[src/rtl/riscv_ctrl_pkg.sv]
// Shared types and constants for the multicycle RISC-V control path.
// Contents: FSM state encoding, opcode constants, datapath mux-select
// encodings, the decoded control-word struct and small opcode helpers.
package riscv_ctrl_pkg;

   localparam int unsigned STATE_W  = 4;
   localparam int unsigned OPCODE_W = 7;
   localparam int unsigned SEL_W    = 2;

   typedef enum logic [STATE_W-1:0] {
      S_RESET    = 4'd0,
      S_FETCH    = 4'd1,
      S_DECODE   = 4'd2,
      S_MEMADR   = 4'd3,
      S_MEMREAD  = 4'd4,
      S_MEMWB    = 4'd5,
      S_MEMWRITE = 4'd6,
      S_EXECR    = 4'd7,
      S_EXECI    = 4'd8,
      S_ALUWB    = 4'd9,
      S_BEQ      = 4'd10,
      S_JAL      = 4'd11,
      S_HALT     = 4'd12
   } state_t;

   localparam logic [OPCODE_W-1:0] OP_R   = 7'b0110011;
   localparam logic [OPCODE_W-1:0] OP_I   = 7'b0010011;
   localparam logic [OPCODE_W-1:0] OP_LW  = 7'b0000011;
   localparam logic [OPCODE_W-1:0] OP_SW  = 7'b0100011;
   localparam logic [OPCODE_W-1:0] OP_BEQ = 7'b1100011;
   localparam logic [OPCODE_W-1:0] OP_JAL = 7'b1101111;
   localparam logic [OPCODE_W-1:0] OP_NOP = 7'b0000000;

   localparam logic [SEL_W-1:0] RES_ALUOUT  = 2'b00;
   localparam logic [SEL_W-1:0] RES_MEM     = 2'b01;
   localparam logic [SEL_W-1:0] RES_ALU     = 2'b10;

   localparam logic [SEL_W-1:0] SRCA_PC     = 2'b00;
   localparam logic [SEL_W-1:0] SRCA_OLDPC  = 2'b01;
   localparam logic [SEL_W-1:0] SRCA_RS1    = 2'b10;

   localparam logic [SEL_W-1:0] SRCB_RS2    = 2'b00;
   localparam logic [SEL_W-1:0] SRCB_IMM    = 2'b01;
   localparam logic [SEL_W-1:0] SRCB_FOUR   = 2'b10;

   localparam logic [SEL_W-1:0] ALUOP_ADD   = 2'b00;
   localparam logic [SEL_W-1:0] ALUOP_SUB   = 2'b01;
   localparam logic [SEL_W-1:0] ALUOP_FUNCT = 2'b10;

   localparam logic [SEL_W-1:0] IMM_I       = 2'b00;
   localparam logic [SEL_W-1:0] IMM_S       = 2'b01;
   localparam logic [SEL_W-1:0] IMM_B       = 2'b10;
   localparam logic [SEL_W-1:0] IMM_J       = 2'b11;

   // Full control word produced by the output decoder for one state.
   typedef struct packed {
      logic             mem_req;
      logic             mem_write;
      logic             adr_src;
      logic             ir_write;
      logic             pc_write;
      logic             reg_write;
      logic [SEL_W-1:0] result_src;
      logic [SEL_W-1:0] alu_src_a;
      logic [SEL_W-1:0] alu_src_b;
      logic [SEL_W-1:0] alu_op;
      logic [SEL_W-1:0] imm_src;
      logic             instr_done;
      logic             halted;
   } ctrl_t;

   // Immediate format select, derived from the opcode alone.
   function automatic logic [SEL_W-1:0] imm_sel(input logic [OPCODE_W-1:0] op);
      case (op)
         OP_SW:   imm_sel = IMM_S;
         OP_BEQ:  imm_sel = IMM_B;
         OP_JAL:  imm_sel = IMM_J;
         default: imm_sel = IMM_I;
      endcase
   endfunction

   // True for every opcode the controller sequences, including NOP.
   function automatic logic op_known(input logic [OPCODE_W-1:0] op);
      op_known = (op == OP_R)  || (op == OP_I)   || (op == OP_LW) ||
                 (op == OP_SW) || (op == OP_BEQ) || (op == OP_JAL) ||
                 (op == OP_NOP);
   endfunction

endpackage

[src/rtl/multicycle_controller_if.sv]
// Control/handshake bundle between the multicycle controller and datapath.
// master: controller side (consumes opcode/zero/mem_ready, drives controls).
// slave : datapath/memory side.
// Build option ILLEGAL_OP_TRAP_EN adds the sticky illegal_op status line.
interface multicycle_controller_if;
   import riscv_ctrl_pkg::*;

   logic [OPCODE_W-1:0] opcode;
   logic                zero;
   logic                mem_ready;
   logic                mem_req;
   logic                mem_write;
   logic                adr_src;
   logic                ir_write;
   logic                pc_write;
   logic                reg_write;
   logic [SEL_W-1:0]    result_src;
   logic [SEL_W-1:0]    alu_src_a;
   logic [SEL_W-1:0]    alu_src_b;
   logic [SEL_W-1:0]    alu_op;
   logic [SEL_W-1:0]    imm_src;
   logic                instr_done;
   logic                mem_timeout;
   logic                halted;
`ifdef ILLEGAL_OP_TRAP_EN
   logic                illegal_op;
`endif

   modport master (
      input  opcode, zero, mem_ready,
      output mem_req, mem_write, adr_src, ir_write, pc_write, reg_write,
             result_src, alu_src_a, alu_src_b, alu_op, imm_src,
             instr_done, mem_timeout, halted
`ifdef ILLEGAL_OP_TRAP_EN
      , output illegal_op
`endif
   );

   modport slave (
      output opcode, zero, mem_ready,
      input  mem_req, mem_write, adr_src, ir_write, pc_write, reg_write,
             result_src, alu_src_a, alu_src_b, alu_op, imm_src,
             instr_done, mem_timeout, halted
`ifdef ILLEGAL_OP_TRAP_EN
      , input illegal_op
`endif
   );

endinterface

[src/rtl/ctrl_output_decoder.sv]
// Combinational map from controller state (plus zero, mem_ready, opcode)
// to the full datapath control word.
// Ports: state, zero, mem_ready, opcode in; ctrl_c out.
// Build option ILLEGAL_OP_TRAP_EN: unknown opcodes retire nothing in DECODE.
module ctrl_output_decoder
   import riscv_ctrl_pkg::*;
(
   input  state_t              state,
   input  logic                zero,
   input  logic                mem_ready,
   input  logic [OPCODE_W-1:0] opcode,
   output ctrl_t               ctrl_c
);

   // Per-state control word; everything not named in a state stays 0.
   always_comb begin
      ctrl_c         = '0;
      ctrl_c.imm_src = imm_sel(opcode);
      case (state)
         S_FETCH: begin
            ctrl_c.mem_req    = 1'b1;
            ctrl_c.alu_src_a  = SRCA_PC;
            ctrl_c.alu_src_b  = SRCB_FOUR;
            ctrl_c.alu_op     = ALUOP_ADD;
            ctrl_c.result_src = RES_ALU;
            ctrl_c.ir_write   = mem_ready;
            ctrl_c.pc_write   = mem_ready;
         end
         S_DECODE: begin
            ctrl_c.alu_src_a  = SRCA_OLDPC;
            ctrl_c.alu_src_b  = SRCB_IMM;
            ctrl_c.alu_op     = ALUOP_ADD;
`ifdef ILLEGAL_OP_TRAP_EN
            ctrl_c.instr_done = (opcode == OP_NOP);
`else
            ctrl_c.instr_done = (opcode == OP_NOP) || !op_known(opcode);
`endif
         end
         S_MEMADR: begin
            ctrl_c.alu_src_a  = SRCA_RS1;
            ctrl_c.alu_src_b  = SRCB_IMM;
            ctrl_c.alu_op     = ALUOP_ADD;
         end
         S_MEMREAD: begin
            ctrl_c.mem_req    = 1'b1;
            ctrl_c.adr_src    = 1'b1;
         end
         S_MEMWB: begin
            ctrl_c.result_src = RES_MEM;
            ctrl_c.reg_write  = 1'b1;
            ctrl_c.instr_done = 1'b1;
         end
         S_MEMWRITE: begin
            ctrl_c.mem_req    = 1'b1;
            ctrl_c.mem_write  = 1'b1;
            ctrl_c.adr_src    = 1'b1;
            ctrl_c.instr_done = mem_ready;
         end
         S_EXECR: begin
            ctrl_c.alu_src_a  = SRCA_RS1;
            ctrl_c.alu_src_b  = SRCB_RS2;
            ctrl_c.alu_op     = ALUOP_FUNCT;
         end
         S_EXECI: begin
            ctrl_c.alu_src_a  = SRCA_RS1;
            ctrl_c.alu_src_b  = SRCB_IMM;
            ctrl_c.alu_op     = ALUOP_FUNCT;
         end
         S_ALUWB: begin
            ctrl_c.result_src = RES_ALUOUT;
            ctrl_c.reg_write  = 1'b1;
            ctrl_c.instr_done = 1'b1;
         end
         S_BEQ: begin
            ctrl_c.alu_src_a  = SRCA_RS1;
            ctrl_c.alu_src_b  = SRCB_RS2;
            ctrl_c.alu_op     = ALUOP_SUB;
            ctrl_c.result_src = RES_ALUOUT;
            ctrl_c.pc_write   = zero;
            ctrl_c.instr_done = 1'b1;
         end
         S_JAL: begin
            // PC <= branch target from ALU-out; ALU forms old PC + 4 for rd.
            ctrl_c.alu_src_a  = SRCA_OLDPC;
            ctrl_c.alu_src_b  = SRCB_FOUR;
            ctrl_c.alu_op     = ALUOP_ADD;
            ctrl_c.result_src = RES_ALUOUT;
            ctrl_c.pc_write   = 1'b1;
         end
         S_HALT: begin
            ctrl_c        = '0;
            ctrl_c.halted = 1'b1;
         end
         default: ctrl_c.imm_src = imm_sel(opcode);
      endcase
   end

endmodule

[src/rtl/multicycle_controller.sv]
// Moore control FSM sequencing the shared multicycle RISC-V datapath.
// Ports: clk, rst_n (async active-low), bus (multicycle_controller_if.master):
//   opcode/zero/mem_ready in; mem_req, mem_write, adr_src, ir_write, pc_write,
//   reg_write, result_src, alu_src_a/b, alu_op, imm_src, instr_done,
//   mem_timeout, halted out.
// Build option ILLEGAL_OP_TRAP_EN: unknown opcodes trap to HALT and set the
// sticky illegal_op output; otherwise they retire as NOPs.
module multicycle_controller
   import riscv_ctrl_pkg::*;
#(
   parameter int unsigned MEM_TIMEOUT = 255,
   parameter int unsigned TMO_W       = 8
) (
   input  logic                     clk,
   input  logic                     rst_n,
   multicycle_controller_if.master  bus
);

   state_t           state_q, state_d;
   logic [TMO_W-1:0] tmo_cnt_q, tmo_cnt_d;
   logic             tmo_hit;
   logic             mem_timeout_q;
   ctrl_t            ctrl_c;
`ifdef ILLEGAL_OP_TRAP_EN
   logic             illegal_op_q;
   logic             illegal_set;
`endif

   ctrl_output_decoder u_dec (
      .state     (state_q),
      .zero      (bus.zero),
      .mem_ready (bus.mem_ready),
      .opcode    (bus.opcode),
      .ctrl_c    (ctrl_c)
   );

   // Stall counter: runs only while a request is outstanding and unanswered.
   always_comb begin
      tmo_cnt_d = '0;
      tmo_hit   = 1'b0;
      if ((MEM_TIMEOUT != 0) && ctrl_c.mem_req && !bus.mem_ready) begin
         tmo_cnt_d = tmo_cnt_q + TMO_W'(1);
         tmo_hit   = (tmo_cnt_d == TMO_W'(MEM_TIMEOUT));
      end
   end

   // Next-state logic; a timeout overrides whatever the state would do.
   always_comb begin
      state_d = state_q;
`ifdef ILLEGAL_OP_TRAP_EN
      illegal_set = 1'b0;
`endif
      case (state_q)
         S_RESET:    state_d = S_FETCH;
         S_FETCH:    if (bus.mem_ready) state_d = S_DECODE;
         S_DECODE: begin
            case (bus.opcode)
               OP_LW, OP_SW: state_d = S_MEMADR;
               OP_R:         state_d = S_EXECR;
               OP_I:         state_d = S_EXECI;
               OP_BEQ:       state_d = S_BEQ;
               OP_JAL:       state_d = S_JAL;
               OP_NOP:       state_d = S_FETCH;
               default: begin
`ifdef ILLEGAL_OP_TRAP_EN
                  state_d     = S_HALT;
                  illegal_set = 1'b1;
`else
                  state_d     = S_FETCH;
`endif
               end
            endcase
         end
         S_MEMADR:   state_d = (bus.opcode == OP_LW) ? S_MEMREAD : S_MEMWRITE;
         S_MEMREAD:  if (bus.mem_ready) state_d = S_MEMWB;
         S_MEMWRITE: if (bus.mem_ready) state_d = S_FETCH;
         S_MEMWB, S_ALUWB, S_BEQ:       state_d = S_FETCH;
         S_EXECR, S_EXECI, S_JAL:       state_d = S_ALUWB;
         S_HALT:     state_d = S_HALT;
         default:    state_d = S_HALT;
      endcase
      if (tmo_hit) state_d = S_HALT;
   end

   // State, stall counter and sticky status flags.
   always_ff @(posedge clk or negedge rst_n) begin
      if (!rst_n) begin
         state_q       <= S_RESET;
         tmo_cnt_q     <= '0;
         mem_timeout_q <= 1'b0;
`ifdef ILLEGAL_OP_TRAP_EN
         illegal_op_q  <= 1'b0;
`endif
      end else begin
         state_q   <= state_d;
         tmo_cnt_q <= tmo_cnt_d;
         if (tmo_hit) mem_timeout_q <= 1'b1;
`ifdef ILLEGAL_OP_TRAP_EN
         if (illegal_set) illegal_op_q <= 1'b1;
`endif
      end
   end

   assign bus.mem_req     = ctrl_c.mem_req;
   assign bus.mem_write   = ctrl_c.mem_write;
   assign bus.adr_src     = ctrl_c.adr_src;
   assign bus.ir_write    = ctrl_c.ir_write;
   assign bus.pc_write    = ctrl_c.pc_write;
   assign bus.reg_write   = ctrl_c.reg_write;
   assign bus.result_src  = ctrl_c.result_src;
   assign bus.alu_src_a   = ctrl_c.alu_src_a;
   assign bus.alu_src_b   = ctrl_c.alu_src_b;
   assign bus.alu_op      = ctrl_c.alu_op;
   assign bus.imm_src     = ctrl_c.imm_src;
   assign bus.instr_done  = ctrl_c.instr_done;
   assign bus.halted      = ctrl_c.halted;
   assign bus.mem_timeout = mem_timeout_q;
`ifdef ILLEGAL_OP_TRAP_EN
   assign bus.illegal_op  = illegal_op_q;
`endif

endmodule

[src/flat_wrapper.sv]
// flat-port wrapper written by rule: the top's interface ports become plain ports
module multicycle_controller_flat import riscv_ctrl_pkg::*;
#(
   parameter int unsigned MEM_TIMEOUT = 255,
   parameter int unsigned TMO_W       = 8
)
  (clk, rst_n, bus_opcode, bus_zero, bus_mem_ready, bus_mem_req, bus_mem_write, bus_adr_src, bus_ir_write, bus_pc_write, bus_reg_write, bus_result_src, bus_alu_src_a, bus_alu_src_b, bus_alu_op, bus_imm_src, bus_instr_done, bus_mem_timeout, bus_halted);
  multicycle_controller_if bus_i ();
  input  logic clk;
  input  logic rst_n;
  input wire logic [$bits(bus_i.opcode)-1:0] bus_opcode;
  input wire logic [$bits(bus_i.zero)-1:0] bus_zero;
  input wire logic [$bits(bus_i.mem_ready)-1:0] bus_mem_ready;
  output wire logic [$bits(bus_i.mem_req)-1:0] bus_mem_req;
  output wire logic [$bits(bus_i.mem_write)-1:0] bus_mem_write;
  output wire logic [$bits(bus_i.adr_src)-1:0] bus_adr_src;
  output wire logic [$bits(bus_i.ir_write)-1:0] bus_ir_write;
  output wire logic [$bits(bus_i.pc_write)-1:0] bus_pc_write;
  output wire logic [$bits(bus_i.reg_write)-1:0] bus_reg_write;
  output wire logic [$bits(bus_i.result_src)-1:0] bus_result_src;
  output wire logic [$bits(bus_i.alu_src_a)-1:0] bus_alu_src_a;
  output wire logic [$bits(bus_i.alu_src_b)-1:0] bus_alu_src_b;
  output wire logic [$bits(bus_i.alu_op)-1:0] bus_alu_op;
  output wire logic [$bits(bus_i.imm_src)-1:0] bus_imm_src;
  output wire logic [$bits(bus_i.instr_done)-1:0] bus_instr_done;
  output wire logic [$bits(bus_i.mem_timeout)-1:0] bus_mem_timeout;
  output wire logic [$bits(bus_i.halted)-1:0] bus_halted;
  assign bus_i.opcode = bus_opcode;
  assign bus_i.zero = bus_zero;
  assign bus_i.mem_ready = bus_mem_ready;
  assign bus_mem_req = bus_i.mem_req;
  assign bus_mem_write = bus_i.mem_write;
  assign bus_adr_src = bus_i.adr_src;
  assign bus_ir_write = bus_i.ir_write;
  assign bus_pc_write = bus_i.pc_write;
  assign bus_reg_write = bus_i.reg_write;
  assign bus_result_src = bus_i.result_src;
  assign bus_alu_src_a = bus_i.alu_src_a;
  assign bus_alu_src_b = bus_i.alu_src_b;
  assign bus_alu_op = bus_i.alu_op;
  assign bus_imm_src = bus_i.imm_src;
  assign bus_instr_done = bus_i.instr_done;
  assign bus_mem_timeout = bus_i.mem_timeout;
  assign bus_halted = bus_i.halted;
  multicycle_controller #(.MEM_TIMEOUT(MEM_TIMEOUT), .TMO_W(TMO_W)) u_core (.clk(clk), .rst_n(rst_n), .bus(bus_i));
endmodule
[config.mk]
export PLATFORM = sky130hd
export DESIGN_NAME = multicycle_controller_flat
export DESIGN_NICKNAME = d
export VERILOG_FILES = /design/src/rtl/riscv_ctrl_pkg.sv /design/src/rtl/multicycle_controller_if.sv /design/src/rtl/ctrl_output_decoder.sv /design/src/rtl/multicycle_controller.sv /design/src/flat_wrapper.sv
export SDC_FILE = /design/constraint.sdc
export NUM_CORES = 1
export LEC_CHECK = 0
export BUFFER_PORTS_ARGS = -buffer_cell sky130_fd_sc_hd__buf_4
export CORE_UTILIZATION = 58
export CTS_BUF_LIST = sky130_fd_sc_hd__clkbuf_4 sky130_fd_sc_hd__clkbuf_8
export CTS_CLUSTER_DIAMETER = 60
export DETAILED_ROUTE_END_ITERATION = 12
export PLACE_DENSITY = 0.86
export SLEW_MARGIN = 20
export SYNTH_ARGS = -nofsm -noshare
export SYNTH_HDL_FRONTEND = slang
export SYNTH_HIERARCHICAL = 1
export SYNTH_SLANG_ARGS = --single-unit
[constraint.sdc]
create_clock -name clk -period 4.4 [get_ports clk]
set_input_delay 0.22 -clock clk [delete_from_list [all_inputs] [get_ports clk]]
set_output_delay 0.22 -clock clk [all_outputs]
set_load 0.03 [all_outputs]
# Word-level counts from Yosys, hierarchy flattened
# Index checks and enable logic that the tools add are counted.
[word_totals] regBits=13 ramBits=0 romBits=0 latchBits=0 mem_count=0 word_cells=67 in_bits=11 output_inout_bits=19
[classes] magnitude_cmp=0 shift=0 n_mux=21 n_addsub=1 n_reduce_logical=20 n_div=0 n_eq_ne=22 bitwise_logic=0 n_mul=0
[ops] op="one-hot mux 6 bit (7 select lines)" count=1
[ops] op="one-hot mux 4 bit (7 select lines)" count=1
[ops] op="== test 4 bit, second input constant" count=5
[ops] op="one-hot mux 4 bit (5 select lines)" count=1
[ops] op="== test 4 x 3 -> 1 bit, second input constant" count=4
[ops] op="two-way mux 4 bit" count=4
[ops] op="== test 7 x 6 -> 1 bit, second input constant" count=2
[ops] op="== test 7 bit, second input constant" count=2
[ops] op="!= test 3 x 2 -> 1 bit, second input constant" count=3
[ops] op="OR reduction 3 bit" count=3
[ops] op="adder 8 x 1 -> 8 bit, second input constant" count=1
[ops] op="== test 4 x 2 -> 1 bit, second input constant" count=2
[ops] op="== test 8 bit, second input constant" count=1
[ops] op="two-way mux 8 bit" count=1
[ops] op="== test 7 x 2 -> 1 bit, second input constant" count=1
[ops] op="== test 7 x 5 -> 1 bit, second input constant" count=1
[ops] op="zero test 7 bit" count=1
[ops] op="logical OR 1 bit" count=7
[ops] op="two-way mux 1 bit" count=7
[ops] op="one-hot mux 1 bit (3 select lines)" count=2
[ops] op="one-hot mux 2 bit (3 select lines)" count=1
[ops] op="OR reduction 2 bit" count=3
[ops] op="== test 4 x 1 -> 1 bit, second input constant" count=1
[ops] op="zero test 4 bit" count=1
[ops] op="other kinds (6)" count=8

# Logic depth before layout (Yosys ltp)
[logic_depth] word_depth=10 ltp_mapped=9 mapped_depth_nobuf=8

# Hierarchy
# Netlist, hierarchy kept.
[modules_own_cells] mod="multicycle_controller" seq_area_each_um2=325.3 area_each_um2=824.5 n_inst=1 cells_per_inst=91
[modules_own_cells] mod="ctrl_output_decoder" seq_area_each_um2=0.0 area_each_um2=314.1 n_inst=1 cells_per_inst=47

# Least setup slack after synthesis
# OpenSTA, ideal clock, no wires.
[synth_timing] path_kind="reg2reg" from="register u_core.state_q[1]" to="register u_core.state_q[1]" setup_slack_ps=1834 stages_incl_launch_ff=10 required_ps=4269 period_less_slack_ps=2566 path_buffers=1 setup_time_ps=131 arrival_ps=2435 path_cell_list="dfrtp_1 > nand2b_1 > nor3_1 > or2_2 > nand2b_1 > buf_2 > nor2_1 > nand4_1 > nor3_2 > nor3_1"
[synth_via] elab_chain_cells=7 word_cells_on_any_way=24 classes_between="eq/ne: 14; mux: 4; reduce/logical: 6"
[synth_rtl] item="start: declaration" line_no="multicycle_controller.sv:19" source="state_t state_q, state_d;"
[synth_rtl] item="start signal: assignment" line_no="multicycle_controller.sv:95" source="state_q <= state_d;"
[synth_rtl] item="== test 4 x 1 -> 1 bit or == test 4 x 3 -> 1 bit (tied branches)" line_no="ctrl_output_decoder.sv:19" source="case (state)"
[synth_rtl] item="OR reduction 3 bit (no line) (*)"
[synth_rtl] item="two-way mux 1 bit (*)" line_no="ctrl_output_decoder.sv:19"
[synth_rtl] item="via bus_mem_req" line_no="flat_wrapper.sv:14" source="output wire logic [$bits(bus_i.mem_req)-1:0] bus_mem_req;"
[synth_rtl] item="logical AND 1 bit (*)" line_no="multicycle_controller.sv:41" source="if ((MEM_TIMEOUT != 0) && ctrl_c.mem_req && !bus.mem_ready) begin"
[synth_rtl] item="two-way mux 1 bit (*)" line_no="multicycle_controller.sv:41"
[synth_rtl] item="!= test 3 x 2 -> 1 bit (no line)"
[synth_rtl] item="AND reduction 3 bit (no line)"
# The timed path passes the listed nets; every way through them passes the cells marked *.
# A chain may end at the register's enable or synchronous reset.

# Worst setup path in the final report
[layout_timing] from="register u_core.state_q[0]" to="register u_core.state_q[1]"
[layout_via] elab_chain_cells=7 word_cells_on_any_way=24 classes_between="eq/ne: 14; mux: 4; reduce/logical: 6"
[layout_rtl] item="== test 4 x 1 -> 1 bit or == test 4 x 3 -> 1 bit (tied branches)" line_no="ctrl_output_decoder.sv:19, multicycle_controller.sv:53"
[layout_rtl] item="OR reduction 3 bit (no line)"
[layout_rtl] item="two-way mux 1 bit" line_no="ctrl_output_decoder.sv:19"
[layout_rtl] item="logical AND 1 bit" line_no="multicycle_controller.sv:41"
[layout_rtl] item="two-way mux 1 bit" line_no="multicycle_controller.sv:41"
[layout_rtl] item="!= test 3 x 2 -> 1 bit (no line)"
[layout_rtl] item="AND reduction 3 bit (no line)"
# Several ways; a longest one is shown, not always the timed one.

==> results <==
- The power per unit of standard cell area is 575 nW/um^2.
- The end of the critical path is u_core/state_q[1].
- The capture point of the worst reg-to-reg path is u_core/state_q[1].
- On the final layout, the worst clock skew is 0.0129 ns.
- Buffers placed on the I/O ports in this run total 29.
- Before antenna repair, the detailed router went through 4 iterations.
- The post-route fraction of the period consumed by the critical path is 58.0%.
- Summing every instance area after synthesis gives 1140 sq um.
- The maximum level of the CTS H-tree is 1.
- Buffers added to address setup during post-CTS repair amount to 0.
- For the final routed database, the setup TNS stands at 0 ns.
- The worst register-to-register path begins at u_core/state_q[0].
- The placed instances occupy a cell area of 1350 sq um.
- The area used by multi-input combinational logic is 757 sq um.
- At the end of routability-driven placement, the weighted congestion stood at 0.858.
- The final antenna-violating net count is 0.
- The area added between synthesis and finish is 21.8%.
- Global routing finished with a remaining overflow of 0.
- The count of warnings emitted by yosys is 6.
- CTS placed an instance of clkbuf_4 at the clock tree root.
- The routed design has 2.74 mm of wire.
- For this design the static power due to leakage is 0.602 nW.
- The total vias in the final route is 1161.
- The total core area is 1780 sq um.
- Clock tree synthesis found a total of 13 sinks.
- The count of standard-cell rows is 15.
- The start point of the critical path is u_core/state_q[0].
- The via count of the first global-routing pass is 988.
- STA puts the critical path data required time at 4.55 ns.
- The initial cell density of the core is 63.9%.
- The die boundary height is 46.3 microns.
- The number of antenna cells inserted is 0.
- TritonCTS built the clock tree.
- The die span in x is 46.3 microns.
- The delay contributed by the slowest stage of the critical path is 0.80 ns.
- The maximum number of pins on one net before global-route repair is 23.
- Of the cells placed in the final design, the portion with a size suffix greater than 1 is 27.9%.
- The share of the Yosys chip area taken by registers is 28.6%.
- The maximum count of clock buffers along a single path is 2.
- After the first detailed-routing iteration, the DRC count stood at 32.
- The transition time of the tightest slew-check pin is 0.704 ns.
- The number of hold violations in the final report was 0.
- In this run, synthesis produced a sequential element count of 13.
- STA classifies the critical path startpoint as a register.
- The clock-pin slew on the worst setup and hold paths is 0.08 ns.
- The path class of the lowest-slack min-delay path is input pin to asynchronous set/reset pin.
- The post-route minimum period is 2.55 ns.
- Counting the fill cells in the layout gives 132.
- The first global-routing pass estimated 4.45 mm of wire.
- The number of synthesized flops with an enable pin is 0.
- The total count of max-transition violations in the final report came to 0.
- The quantity of gates resized following cts is 0.
- Dividing the detail-routed wire length by the instance count gives 14.4 microns.
- In this run, distinct cell masters in the synthesized netlist total 50.
- The cell type group with the largest total delay on the critical path is simple AND/OR/NAND/NOR gates.
- The final layout contains 179 nets.
- The per-cell via count in the routed design is 6.11.
- Setup repair after global routing left no endpoint under its margin.
- The finished layout cell area is 1390 sq um.
- Yosys attributes the largest share of cell area to dfrtp_1, nor2_1, a21oi_1.
- Pin placement for this block handled 30 I/O pins.
- The number of antenna violations at the first check in global routing is 0.
- The die covers 2140 sq um.
- The number of cells on the worst reg-to-reg path is 8.
- By count the netlist is led by nor2_1, dfrtp_1, a21oi_1.
- Setup violations remaining at the end of the flow were counted as 0.
- Clock latency on the worst-skew pair, taken at its later pin, is 0.29 ns.
- The number of clock buffers added by TritonCTS is 3.
- The critical path runs through a total of 8 cells.
- The share of synthesized flip-flops with an asynchronous set or reset is 100%.
- The synthesized instance count is 138.
- The mean area per synthesized cell is 8.25 sq um.
- Yosys instantiated no cell more often than nor2_1.
- In this run the worst path has a maximum fanout of 22.
- STA classifies the critical path endpoint as a register.
- The DRC violations left is 0.
- The worst-case IR drop observed on VDD is 0.000502 V.
- The flow ran to the end, and the final reports show no timing, DRC or antenna violations.
- For flop-to-flop paths, the worst setup slack is 1.85 ns.
- The critical path goes through nand2b_1, nor3_1, or2_2, nand2b_1, nor2_1, nand4_1, nor3_2, nor3_1.
- Derived from the worst setup path, the maximum achievable clock frequency is 392 MHz.
- The global-route total usage across every layer is 29.5%.
- The number of nets in the synthesized netlist is 151.
- For the worst setup path, the data arrival time is 2.70 ns.
- The slowest stage of the critical path belongs to the cell dfrtp_1.
- The library cell occupying the most area in the post-synthesis netlist is dfrtp_1.
- The number of hold buffers added after CTS was 1.
- Among all flip-flop cells after synthesis, the most frequent one is dfrtp_1.
- The number of buffers and inverters on the critical path is 0.
- In this run the tightest slew margin relative to its limit is 53.1%.
- The worst setup path is of the register to register kind.
- The synthesized design devotes to its leading area cell type 28.6% of total area.
- The post-detailed-placement half-perimeter wirelength is 1.99 mm.
- The register area is 325 sq um.
- The number of violations of the max-capacitance limit is 0.
[layout by cell type, fill, tap and decap left out, drive strengths merged, types with 5 or more instances in the layout]
| master | count |
|---|---|
| nor2 | 15 |
| a21oi | 10 |
| nand2 | 8 |
| o21ai | 7 |
| dfrtp | 13 |
| nand2b | 7 |
| nor3 | 6 |
| buf | 29 |
| nand3 | 5 |
[through the flow]
stage	setup WS [ns]	std cells	utilization, %	hold WS, ns	power [mW]
2_1_floorplan	1.83	138	-	-0.0756	0.570
3_3_place_gp	2.11	185	75.5	0.0681	0.695
3_5_place_dp	1.94	185	75.5	0.0694	0.712
4_1_cts	1.88	190	77.8	0.294	0.796
5_1_grt	1.61	190	77.8	0.315	0.849
6_report	1.85	190	77.8	0.305	0.797
[per-layer routing]
layer / global-route usage, % / part of all wire, % / wire length, microns / vias up
li1: - / - / - / 565
met1: 39.4 / 46 / 1270 / 544
met2: 45.3 / 46 / 1260 / 44
met3: 8.24 / 5.6 / 153 / 8
met4: 10.6 / 1.9 / 51 / 0
met5: 0 / 0 / 0 / -
[power by group]
part,total [mW],internal [mW],switching (mW)
logic,0.479,0.200,0.279
registers,0.240,0.140,0.100
clock network,0.0791,0.0414,0.0377
[how the worst min path moves through the flow]
stage,from,to,slack (ns),cells after the start
floorplan,rst_n,u_core/bus.mem_timeout,-0.08,0
CTS,rst_n,u_core/tmo_cnt_q[0],0.29,2
finish,rst_n,u_core/state_q[3],0.30,2
global placement,rst_n,u_core/tmo_cnt_q[3],0.07,1
detailed placement,rst_n,u_core/tmo_cnt_q[1],0.07,1
global route,rst_n,u_core/state_q[3],0.32,2
[flip-flops by register name, summed over array words and instances, names as in the netlist]
| name | count |
|---|---|
| u_core/tmo_cnt_q | 8 |
| u_core/bus.mem_timeout | 1 |
| u_core/state_q | 4 |
[logic make-up (layout without fill, tap and decap cells)]
group / after synthesis / in the layout / share of synthesized area (%)
buffers and inverters: 11 / 38 / 4.94
AOI/OAI and AO/OA: 37 / 37 / 21.8
and+or+nand+nor: 66 / 66 / 35.4
muxes: 2 / 2 / 1.76
DFF: 13 / 13 / 28.6
adders and majority gates: 2 / 2 / 2.20
xor gates and xnor gates: 7 / 7 / 5.38
[area by class of cell]
| cell class | count | area share [%] |
|---|---|---|
| multi-input combinational | 114 | 54.6 |
| sequential | 13 | 23.5 |
| timing repair buffer | 30 | 16.4 |
| tap | 25 | 2.26 |
| clock buffer | 4 | 2.17 |
| inverter | 4 | 1.08 |
No activity file was read; power rests on OpenSTA's default activity.
